## src/rtl/sipo_deframer_pkg.sv

```systemverilog
// -----------------------------------------------------------------------------
// sipo_pkg
// Shared types and helpers for the serial-to-parallel deframer.
//   sipo_state_t : receive FSM state encoding (IDLE, DATA, PAR)
//   PAR_NONE     : no parity bit follows the data bits
//   PAR_EVEN     : an even-parity bit follows the data bits
//   cnt_width()  : width of a counter that must hold the values 0..w
// -----------------------------------------------------------------------------
package sipo_pkg;

    typedef enum logic [1:0] {
        IDLE = 2'd0,
        DATA = 2'd1,
        PAR  = 2'd2
    } sipo_state_t;

    localparam int PAR_NONE = 0;
    localparam int PAR_EVEN = 1;

    function automatic int cnt_width(input int w);
        return $clog2(w + 1);
    endfunction

endpackage

```

## src/rtl/sipo_deframer_if.sv

```systemverilog
// -----------------------------------------------------------------------------
// sipo_deframer_if
// Bundles the serial input, the parallel valid/ready output and the overrun
// status of the deframer.
//   sin, sin_en      : serial bit and its sampling strobe
//   dout, dout_valid : received word and its valid flag
//   dout_ready       : consumer accepts the word
//   perr             : parity error for the current dout
//   overrun, ovr_clr : sticky dropped-word flag and its clear
// modport master : the deframer side
// modport slave  : the producer/consumer side
// -----------------------------------------------------------------------------
interface sipo_deframer_if #(
    parameter int W = 4
);
    logic         sin;
    logic         sin_en;
    logic [W-1:0] dout;
    logic         dout_valid;
    logic         dout_ready;
    logic         perr;
    logic         overrun;
    logic         ovr_clr;

    modport master (
        input  sin, sin_en, dout_ready, ovr_clr,
        output dout, dout_valid, perr, overrun
    );

    modport slave (
        output sin, sin_en, dout_ready, ovr_clr,
        input  dout, dout_valid, perr, overrun
    );
endinterface

```

## src/rtl/sipo_deframer_shreg.sv

```systemverilog
// -----------------------------------------------------------------------------
// sipo_shreg
// W-bit shift register, MSB-first serial input. Clear has priority over shift.
//   clk, rst_n : clock, synchronous active-low reset
//   clr        : synchronous clear
//   en         : shift enable
//   din        : serial input, enters at bit 0
//   q          : parallel contents
// -----------------------------------------------------------------------------
module sipo_shreg #(
    parameter int W = 4
) (
    input  logic         clk,
    input  logic         rst_n,
    input  logic         clr,
    input  logic         en,
    input  logic         din,
    output logic [W-1:0] q
);

    always_ff @(posedge clk) begin
        if (!rst_n) begin
            q <= '0;
        end else if (clr) begin
            q <= '0;
        end else if (en) begin
            q <= {q[W-2:0], din};
        end
    end

endmodule

```

## src/rtl/sipo_deframer.sv

```systemverilog
// -----------------------------------------------------------------------------
// sipo_deframer
// Receives start bit + W data bits (MSB first) + optional even-parity bit from
// a PISO stream and presents the word on a registered valid/ready port.
//   clk, rst_n : clock, synchronous active-low reset
//   bus        : sipo_deframer_if.master (serial in, parallel out, status)
//
//   state | meaning
//   IDLE  | waiting for a start bit (sin=1 on a strobe)
//   DATA  | shifting in data bits, cnt counts bits received
//   PAR   | waiting for the parity bit
// -----------------------------------------------------------------------------
module sipo_deframer
    import sipo_pkg::*;
#(
    parameter int W         = 4,
    parameter int PARITY_EN = PAR_NONE
) (
    input  logic             clk,
    input  logic             rst_n,
    sipo_deframer_if.master  bus
);

    localparam int CW = cnt_width(W);

    sipo_state_t   state;
    logic [CW-1:0] cnt;
    logic [W-1:0]  shreg_q;
    logic [W-1:0]  dout_q;
    logic          valid_q;
    logic          perr_q;
    logic          overrun_q;

    logic          shreg_clr;
    logic          shreg_en;
    logic          last_data;
    logic          done;
    logic [W-1:0]  word;
    logic          word_perr;

    sipo_shreg #(.W(W)) u_shreg (
        .clk   (clk),
        .rst_n (rst_n),
        .clr   (shreg_clr),
        .en    (shreg_en),
        .din   (bus.sin),
        .q     (shreg_q)
    );

    // Without parity the word completes on the last data bit, so the
    // completed word is the shift register contents plus the bit arriving now.
    always_comb begin
        shreg_clr = (state == IDLE) && bus.sin_en && bus.sin;
        shreg_en  = (state == DATA) && bus.sin_en;
        last_data = shreg_en && (cnt == CW'(W - 1));
        done      = 1'b0;
        word      = shreg_q;
        word_perr = 1'b0;
        if (last_data && (PARITY_EN == PAR_NONE)) begin
            done = 1'b1;
            word = {shreg_q[W-2:0], bus.sin};
        end
        if ((state == PAR) && bus.sin_en) begin
            done      = 1'b1;
            word      = shreg_q;
            word_perr = ^{shreg_q, bus.sin};
        end
    end

    always_ff @(posedge clk) begin
        if (!rst_n) begin
            state     <= IDLE;
            cnt       <= '0;
            dout_q    <= '0;
            valid_q   <= 1'b0;
            perr_q    <= 1'b0;
            overrun_q <= 1'b0;
        end else begin
            case (state)
                IDLE: begin
                    if (shreg_clr) begin
                        state <= DATA;
                        cnt   <= '0;
                    end
                end
                DATA: begin
                    if (bus.sin_en) begin
                        cnt <= cnt + 1'b1;
                        if (last_data) begin
                            state <= (PARITY_EN == PAR_EVEN) ? PAR : IDLE;
                        end
                    end
                end
                PAR: begin
                    if (bus.sin_en) begin
                        state <= IDLE;
                    end
                end
                default: state <= IDLE;
            endcase

            // A completing word may replace one being accepted on this edge,
            // which keeps valid high with no bubble.
            if (done && (!valid_q || bus.dout_ready)) begin
                dout_q  <= word;
                perr_q  <= word_perr;
                valid_q <= 1'b1;
            end else if (valid_q && bus.dout_ready) begin
                valid_q <= 1'b0;
            end

            // Set beats clear on the same edge.
            if (done && valid_q && !bus.dout_ready) begin
                overrun_q <= 1'b1;
            end else if (bus.ovr_clr) begin
                overrun_q <= 1'b0;
            end
        end
    end

    assign bus.dout       = dout_q;
    assign bus.dout_valid = valid_q;
    assign bus.perr       = perr_q;
    assign bus.overrun    = overrun_q;

endmodule

```

## src/flat_wrapper.sv

```systemverilog
// flat-port wrapper written by rule: the top's interface ports become plain ports
module sipo_deframer_flat import sipo_pkg::*;
#(
    parameter int W         = 4,
    parameter int PARITY_EN = PAR_NONE
)
  (clk, rst_n, bus_sin, bus_sin_en, bus_dout_ready, bus_ovr_clr, bus_dout, bus_dout_valid, bus_perr, bus_overrun);
  sipo_deframer_if #(.W(W)) bus_i ();
  input  logic clk;
  input  logic rst_n;
  input wire logic [$bits(bus_i.sin)-1:0] bus_sin;
  input wire logic [$bits(bus_i.sin_en)-1:0] bus_sin_en;
  input wire logic [$bits(bus_i.dout_ready)-1:0] bus_dout_ready;
  input wire logic [$bits(bus_i.ovr_clr)-1:0] bus_ovr_clr;
  output wire logic [$bits(bus_i.dout)-1:0] bus_dout;
  output wire logic [$bits(bus_i.dout_valid)-1:0] bus_dout_valid;
  output wire logic [$bits(bus_i.perr)-1:0] bus_perr;
  output wire logic [$bits(bus_i.overrun)-1:0] bus_overrun;
  assign bus_i.sin = bus_sin;
  assign bus_i.sin_en = bus_sin_en;
  assign bus_i.dout_ready = bus_dout_ready;
  assign bus_i.ovr_clr = bus_ovr_clr;
  assign bus_dout = bus_i.dout;
  assign bus_dout_valid = bus_i.dout_valid;
  assign bus_perr = bus_i.perr;
  assign bus_overrun = bus_i.overrun;
  sipo_deframer #(.W(W), .PARITY_EN(PARITY_EN)) u_core (.clk(clk), .rst_n(rst_n), .bus(bus_i));
endmodule
```

## config.mk

```make
export PLATFORM = sky130hd
export DESIGN_NAME = sipo_deframer_flat
export DESIGN_NICKNAME = d
export VERILOG_FILES = /design/src/rtl/sipo_deframer_pkg.sv /design/src/rtl/sipo_deframer_if.sv /design/src/rtl/sipo_deframer_shreg.sv /design/src/rtl/sipo_deframer.sv /design/src/flat_wrapper.sv
export SDC_FILE = /design/constraint.sdc
export NUM_CORES = 1
export LEC_CHECK = 0
export ABC_CLOCK_PERIOD_IN_PS = 1200
export CAP_MARGIN = 40
export CORE_MARGIN = 3
export CORE_UTILIZATION = 40
export DETAILED_ROUTE_END_ITERATION = 7
export DONT_BUFFER_PORTS = 1
export HOLD_SLACK_MARGIN = 0.12
export SLEW_MARGIN = 20
export SYNTH_ARGS = -nofsm -noshare
export SYNTH_HDL_FRONTEND = slang
export SYNTH_SLANG_ARGS = --single-unit
```

## constraint.sdc

```tcl
create_clock -name clk -period 1.2 [get_ports clk]
set_clock_uncertainty 0.1 [all_clocks]
set_input_delay 0.24 -clock clk [delete_from_list [all_inputs] [get_ports clk]]
set_output_delay 0.24 -clock clk [all_outputs]
set_load 0.01 [all_outputs]
```

==> impl_results.md, run 1 <==
- Main combinational cell family by area after synthesis: simple AND/OR/NAND/NOR gates
- Fmax: about 0.77 GHz
- Setup WS post-layout: -0.0925 ns
- Failing checks: setup timing
- Vias: 387
- Clk Latency, worst-skew pair: roughly 0.27 ns
- Simple-Gate Fraction of Synth Area: 21.8%
- CP peak stage delay: 0.36 ns
- Most common cell after layout, fill and taps aside: dfxtp_1
- Worst setup path class: reg2reg
- CTS Sinks: 13
- TritonCTS clock tree: yes
- Worst path slowest cell: dfxtp_2
- Crit path required time: around 1.3 ns
- Antenna fix cells: 0
- Setup violations, final: 6
- Cell accounting for the most synthesized area: dfxtp_1
- Most frequent cells in the layout: dfxtp_1, nand2_1, nor2b_1
- RSZ-0062 raised after global routing: true
- Mux share of post-synthesis cell area: 8.64%
- Crit share post-route: 108%
- Cell mode on critical path: ha_4
- Critical path startpoint category: flip-flop
- Shortest period the worst path allows: ~1.3 ns
- Die height: ~44 µm
- First-pass GRT wire length: approximately 1.6 mm
- WL final: 988 µm
- Clk buf depth: 2
- Remaining DRCs: 0
- Layout area overhead: 24.0%
- H-tree depth: 1
- Initial Utilization: between 40% and 50%
- Hold crit path type: in2reg
- Worst IR Drop VDD: approximately 0.00060 V
- Yosys cell types: 20
- PD cells: 1060 mW/mm²
- Vias in the first global route: roughly 370
- Grt total ovfl: 0
- Port buffer count: 0
- Total CTS buffers: 3
- Mapped Area: between 500 and 600 µm²
- Pre-antenna DRT Iters: 3
- Compound-cell area share of the yosys netlist: between 10% and 20%
- Initial drt markers: 9
- Sequential fraction of the synthesis area: 44.9%
- Worst slew margin: between 60% and 70%
- Fin. Hold Viols: 0
- Top post-synthesis cells by area: dfxtp_1, mux2i_1, a22oi_1, nor2b_1, nand2_1
- WL/cell: ~12 µm
- Die W: approximately 44 µm
- Placed cell area: slightly above 600 µm²
- Layout cells sized above 1: slightly below 30%
- Max-Cap Viols: 0
- Critical Path, Cell by Cell: ha_4, ha_4, nand3_4, nor2b_4, mux2i_1
- Fin nets: between 70 and 80
- Core Region: ~0.0013 mm²
- Worst-path maximum fanout: 4
- Clock transition at path regs: 0.08 ns
- Post-route cell area: slightly above 700 µm²
- FF-to-FF setup slack: -0.09 ns
- Initial antenna violation count: 0
- I/O pin count: 13
- Top cell type's share of synthesized area: around 45%
- Syn avg cell area: roughly 10 µm²
- Slew Limit Fails: 0
- Worst EP arrival: between 1 and 1.5 ns
- Post-route ant nets: 0
- Met1 GRT Util: 14.6%
- Vias/cell: roughly 4.8
- CP Capture Type: flip-flop
- Busiest grt layer: met2
- Adder-cell area share of the yosys netlist: under 10%
- Synth warn: 0
- Synth Net Count: 66
- Pre-CTS setup slack: -0.0708 ns
- Grt met3 use: under 10%
- Leakage: approximately 0.26 nW
- Synth Area in XOR/XNOR: 0%
- Root Buffer Master: clkbuf_4
- Yosys reg bits: 13
- Row cnt: 13
- Global router's overall resource usage: around 12%
- Final GP Congestion: roughly 0.63
- Largest net degree at the start of global routing: 18
- Status: finished with violations
- Worst-margin pin slew: between 0.5 and 0.6 ns
- Post-Synthesis Cells: 58
- Met2 Use GR: between 10% and 20%
- Die area: between 0.0015 and 0.002 mm²
- Post-detail-place hpwl: 588 µm
## stage by stage
step / instances / power [W] / setup TNS (ns) / hold WS [ns] / utilization, %
after floorplan: 58 / 0.000486 / -0.101 / 0.282 / -
after global placement: 69 / 0.000481 / -0.235 / 0.264 / 45.2
after detailed placement: 69 / 0.000481 / -0.264 / 0.266 / 45.2
after CTS: 79 / 0.000777 / -0.374 / 0.175 / 51.5
after global routing: 80 / 0.000814 / -0.784 / 0.163 / 53.8
final: 80 / 0.000760 / -0.414 / 0.146 / 53.8
## logic make-up after synthesis
logic type                 after synthesis
adders and majority gates                2
and+or+nand+nor                         20
muxes                                    5
buffers and inverters                    8
AOI/OAI and AO/OA                        9
other                                    1
DFF                                     13
## worst max-delay path, delay by kind of cell (launching register included)
family / cells / cell delay [ns]
adder cells (fa/ha/maj): 2 / 0.27
flip-flops: 1 / 0.36
multiplexers: 1 / 0.20
AND/OR/NAND/NOR: 2 / 0.30
## where the power goes
group	internal (W)	switching [W]	leakage, nW
combinational	0.0000289	0.0000244	0.138
sequential	0.000437	0.00000729	0.106
clock	0.000129	0.000134	0.0150
total	0.000595	0.000166	0.259
## Yosys cell counts
cell type / count
clkbuf_1: 1
buf_6: 1
conb_1: 1
and3b_1: 1
nor2b_1: 6
a21boi_0: 1
dfxtp_1: 13
nand2b_4: 1
mux2i_1: 5
nor2b_4: 1
nand2_1: 8
o22ai_1: 1
inv_1: 3
buf_4: 3
a22oi_1: 5
ha_1: 2
o21ai_2: 1
a21oi_1: 1
nand3_2: 1
and2_1: 2
## area by class of cell
| type | count | area, µm² |
|---|---|---|
| timing repair buffer | 8 | 75.1 |
| multi-input combinational | 37 | 323 |
| clock buffer | 4 | 26.3 |
| fill | 116 | 616 |
| inverter | 3 | 11.3 |
| sequential | 13 | 264 |
| tap | 15 | 18.8 |
## worst paths after layout
check | end | depth (start not counted) | startpoint
max reg2reg | u_core.bus.dout[3]$_SDFFE_PN0P_ | 5 | u_core.cnt[0]$_SDFFE_PN0P_
min | u_core.cnt[2]$_SDFFE_PN0P_ | 3 | bus_sin_en
min reg2reg | u_core.bus.dout[3]$_SDFFE_PN0P_ | 2 | u_core.u_shreg.q[2]$_SDFFE_PP0P_
max | u_core.bus.dout[3]$_SDFFE_PN0P_ | 5 | u_core.cnt[0]$_SDFFE_PN0P_
## what timing repair did
action | CTS | global route
buffers inserted | 1 | 1
hold buffers | 5 | 0
resized for setup | 0 | 7
hold endpoints to repair | 13 | 0
setup endpoints to repair | 4 | 13
pin swaps | 3 | 1
## metal layers
metal,share of wire (%),vias up
met5,0,-
met1,48,172
met4,1.7,0
li1,-,203
met2,44,10
met3,6.4,2
## flip-flops by register name, summed over array words and instances (netlist names)
signal / count
u_core.bus.dout: 4
u_core.cnt: 3
u_core.u_shreg.q: 3
u_core.bus.dout_valid: 1
u_core.bus.overrun: 1
u_core.state: 1
No activity file was read; power rests on OpenSTA's default activity.
==> run 2, diff against run 1 <==
--- a/config.mk
+++ b/config.mk
@@ -7,11 +7,13 @@
 export LEC_CHECK = 0
 export ABC_CLOCK_PERIOD_IN_PS = 1200
 export CAP_MARGIN = 40
-export CORE_MARGIN = 3
-export CORE_UTILIZATION = 40
+export CORE_AREA = 3 3 40 42
+export CTS_CLUSTER_DIAMETER = 30
 export DETAILED_ROUTE_END_ITERATION = 7
+export DIE_AREA = 0 0 43 45
 export DONT_BUFFER_PORTS = 1
 export HOLD_SLACK_MARGIN = 0.12
+export SKIP_LAST_GASP = 1
 export SLEW_MARGIN = 20
 export SYNTH_ARGS = -nofsm -noshare
 export SYNTH_HDL_FRONTEND = slang
==> run 2 against run 1 <==
Against the previous run: the run still ends with setup timing left; sequential cell count unchanged; global-route usage decreased by 0.88 points; setup slack gained 0.0046 ns; critical path depth is the same; count of clock-buffer cells in the layout is 1 lower; power increased by 0.13%; maximum frequency grew 0.35%; via count rose by 0.78%; critical path type unchanged; highest routed layer is now met3.
==> impl_results.md, run 2 (synthesis gave the netlist of run 1 again) <==
- Core Region: approximately 0.0013 mm²
- Vias/cell: around 5.0
- Hold crit path type: in2reg
- CP Launch Point: u_core.cnt[1]$_SDFFE_PN0P_
- Row cnt: 13
- FF/Latch Area: between 200 and 300 µm²
- Worst setup path class: reg2reg
- Logic pwr share: 6.4%
- CTS Sinks: 13
- Hold Path Stages: 2
- Crit share post-route: 107%
- First-pass GRT wire length: about 1.6 mm
- Final GP Congestion: ~0.67
- Remaining DRCs: 0
- Worst EP arrival: 1.40 ns
- Layout area overhead: 19.7%
- RR Startpoint: u_core.cnt[1]$_SDFFE_PN0P_
- Crit path required time: between 1 and 1.5 ns
- Worst-path maximum fanout: 4
- I/O pin count: 13
- WL final: roughly 930 µm
- Setup TNS: -0.390 ns
- Vias: a little under 400
- Total CTS buffers: 3
- R2R Path End: u_core.bus.dout[3]$_SDFFE_PN0P_
- Failing checks: setup timing
- Multi-input logic area: 315 µm²
- Setup violations, final: 5
- Layout cells sized above 1: ~29%
- Internal: around 0.00059 W
- Max-Cap Viols: 0
- FF-to-FF setup slack: -0.09 ns
- FILL cells: approximately 120
- Shortest period the worst path allows: approximately 1.3 ns
- Antenna fix cells: 0
- Vias in the first global route: 384
- Final Non-Filler Cells: 78
- Clock transition at path regs: 0.08 ns
- RSZ-0062 raised after global routing: true
- Worst Hold End: u_core.bus.dout_valid$_SDFFE_PN0P_
- Sequential Power Share: 58.2%
- Total power: roughly 0.00076 W
- Reg2Reg Depth: 5
- Setup WS post-layout: -0.0879 ns
- Fin. Hold Viols: 0
- TritonCTS clock tree: yes
- Die area: slightly below 0.002 mm²
- Worst Hold Launch: bus_dout_ready
- Root Buffer Master: clkbuf_4
- Port buffer count: 0
- Grt total ovfl: 0
- H-tree depth: 1
- Largest register FFs: 4
- Pre-CTS setup slack: -0.0994 ns
- Status: finished with violations
- Post-layout util: 53.9%
- Initial drt markers: 9
- Most frequent cells in the layout: dfxtp_1, nand2_1, nor2b_1
- Die W: around 43 µm
- Switching power: approximately 0.00018 W
- Die height: between 40 and 50 µm
- WL/cell: about 12 µm
- Clk buf depth: 2
- Post-route ant nets: 0
- Initial antenna violation count: 0
- Worst IR Drop VDD: ~0.00086 V
- Fin nets: 72
- Clk Latency, worst-skew pair: between 0.2 and 0.3 ns
- Fmax: roughly 0.78 GHz
- Post-detail-place hpwl: roughly 650 µm
- Critical path startpoint category: flip-flop
- Pre-antenna DRT Iters: 2
- CP Capture Type: flip-flop
- Clock power share: between 30% and 40%
- # hold bufs at CTS: 4
- Most common cell after layout, fill and taps aside: dfxtp_1
- Leakage: 0.252 nW
- Switch share: a little under a quarter
- Dpl cells: a little under 70
- PD cells: about 1100 mW/mm²
- Initial Utilization: around 45%
- Global router's overall resource usage: 11.6%
- Slew Limit Fails: 0
- Largest net degree at the start of global routing: 18
run 2: changes by cell type in the layout (fill, tap and decap cells not counted), sizes merged:
cell / change
buf: -1
dlygate4sd3: -1
clkinv: +1
clkbuf: -1
run 2: power by group through the flow:
stage / combinational (W) / clock (W) / sequential, W
2_1_floorplan: 0.0000343 / 0 / 0.000452
3_3_place_gp: 0.0000275 / 0 / 0.000453
3_5_place_dp: 0.0000281 / 0 / 0.000453
4_1_cts: 0.0000475 / 0.000280 / 0.000443
5_1_grt: 0.0000537 / 0.000299 / 0.000444
6_report: 0.0000485 / 0.000270 / 0.000443
run 2: how the worst max path moves through the flow:
| stage | slack [ns] | to |
|---|---|---|
| 2_1_floorplan | -0.03 | u_core.bus.dout[0]$_SDFFE_PN0P_ |
| 3_3_place_gp | -0.06 | u_core.bus.dout[3]$_SDFFE_PN0P_ |
| 3_5_place_dp | -0.1 | u_core.bus.dout[3]$_SDFFE_PN0P_ |
| 4_1_cts | -0.11 | u_core.bus.dout[2]$_SDFFE_PN0P_ |
| 5_1_grt | -0.17 | u_core.bus.dout[3]$_SDFFE_PN0P_ |
| 6_report | -0.09 | u_core.bus.dout[3]$_SDFFE_PN0P_ |
run 2: layer usage:
| layer | GRT usage, % | vias up | part of all wire (%) |
|---|---|---|---|
| li1 | - | 200 | - |
| met3 | 8.37 | 0 | 11 |
| met5 | 0 | - | 0 |
| met2 | 16.8 | 14 | 43 |
| met4 | 5.42 | 0 | 0 |
| met1 | 12.8 | 176 | 45 |
run 2: area by class of cell:
type	count	area share, %
multi-input combinational	37	45.5
sequential	13	37.9
timing repair buffer	6	8.30
clock buffer	3	3.25
tap	15	2.71
inverter	3	1.62
clock inverter	1	0.722
run 2: through the flow:
step / cell area, µm² / hold WS, ns
2_1_floorplan: 614 / 0.282
3_3_place_gp: 603 / 0.263
3_5_place_dp: 603 / 0.267
4_1_cts: 671 / 0.0772
5_1_grt: 693 / 0.0921
6_report: 693 / 0.0838
run 2: timing repair:
| action | 4_1_cts | 5_1_grt |
|---|---|---|
| hold endpoints to repair | 13 | 1 |
| setup buffers | 0 | 1 |
| endpoints found under the setup margin | 4 | 13 |
| resized for setup | 0 | 5 |
| pin swaps | 3 | 2 |
| cloned | 0 | 0 |
run 2: worst max-delay path, cell delays in order, from the launching register on:
cell	delay [ns]
dfxtp_2	0.36
ha_4	0.14
ha_4	0.13
nand3_4	0.09
nor2b_4	0.21
mux2i_1	0.20
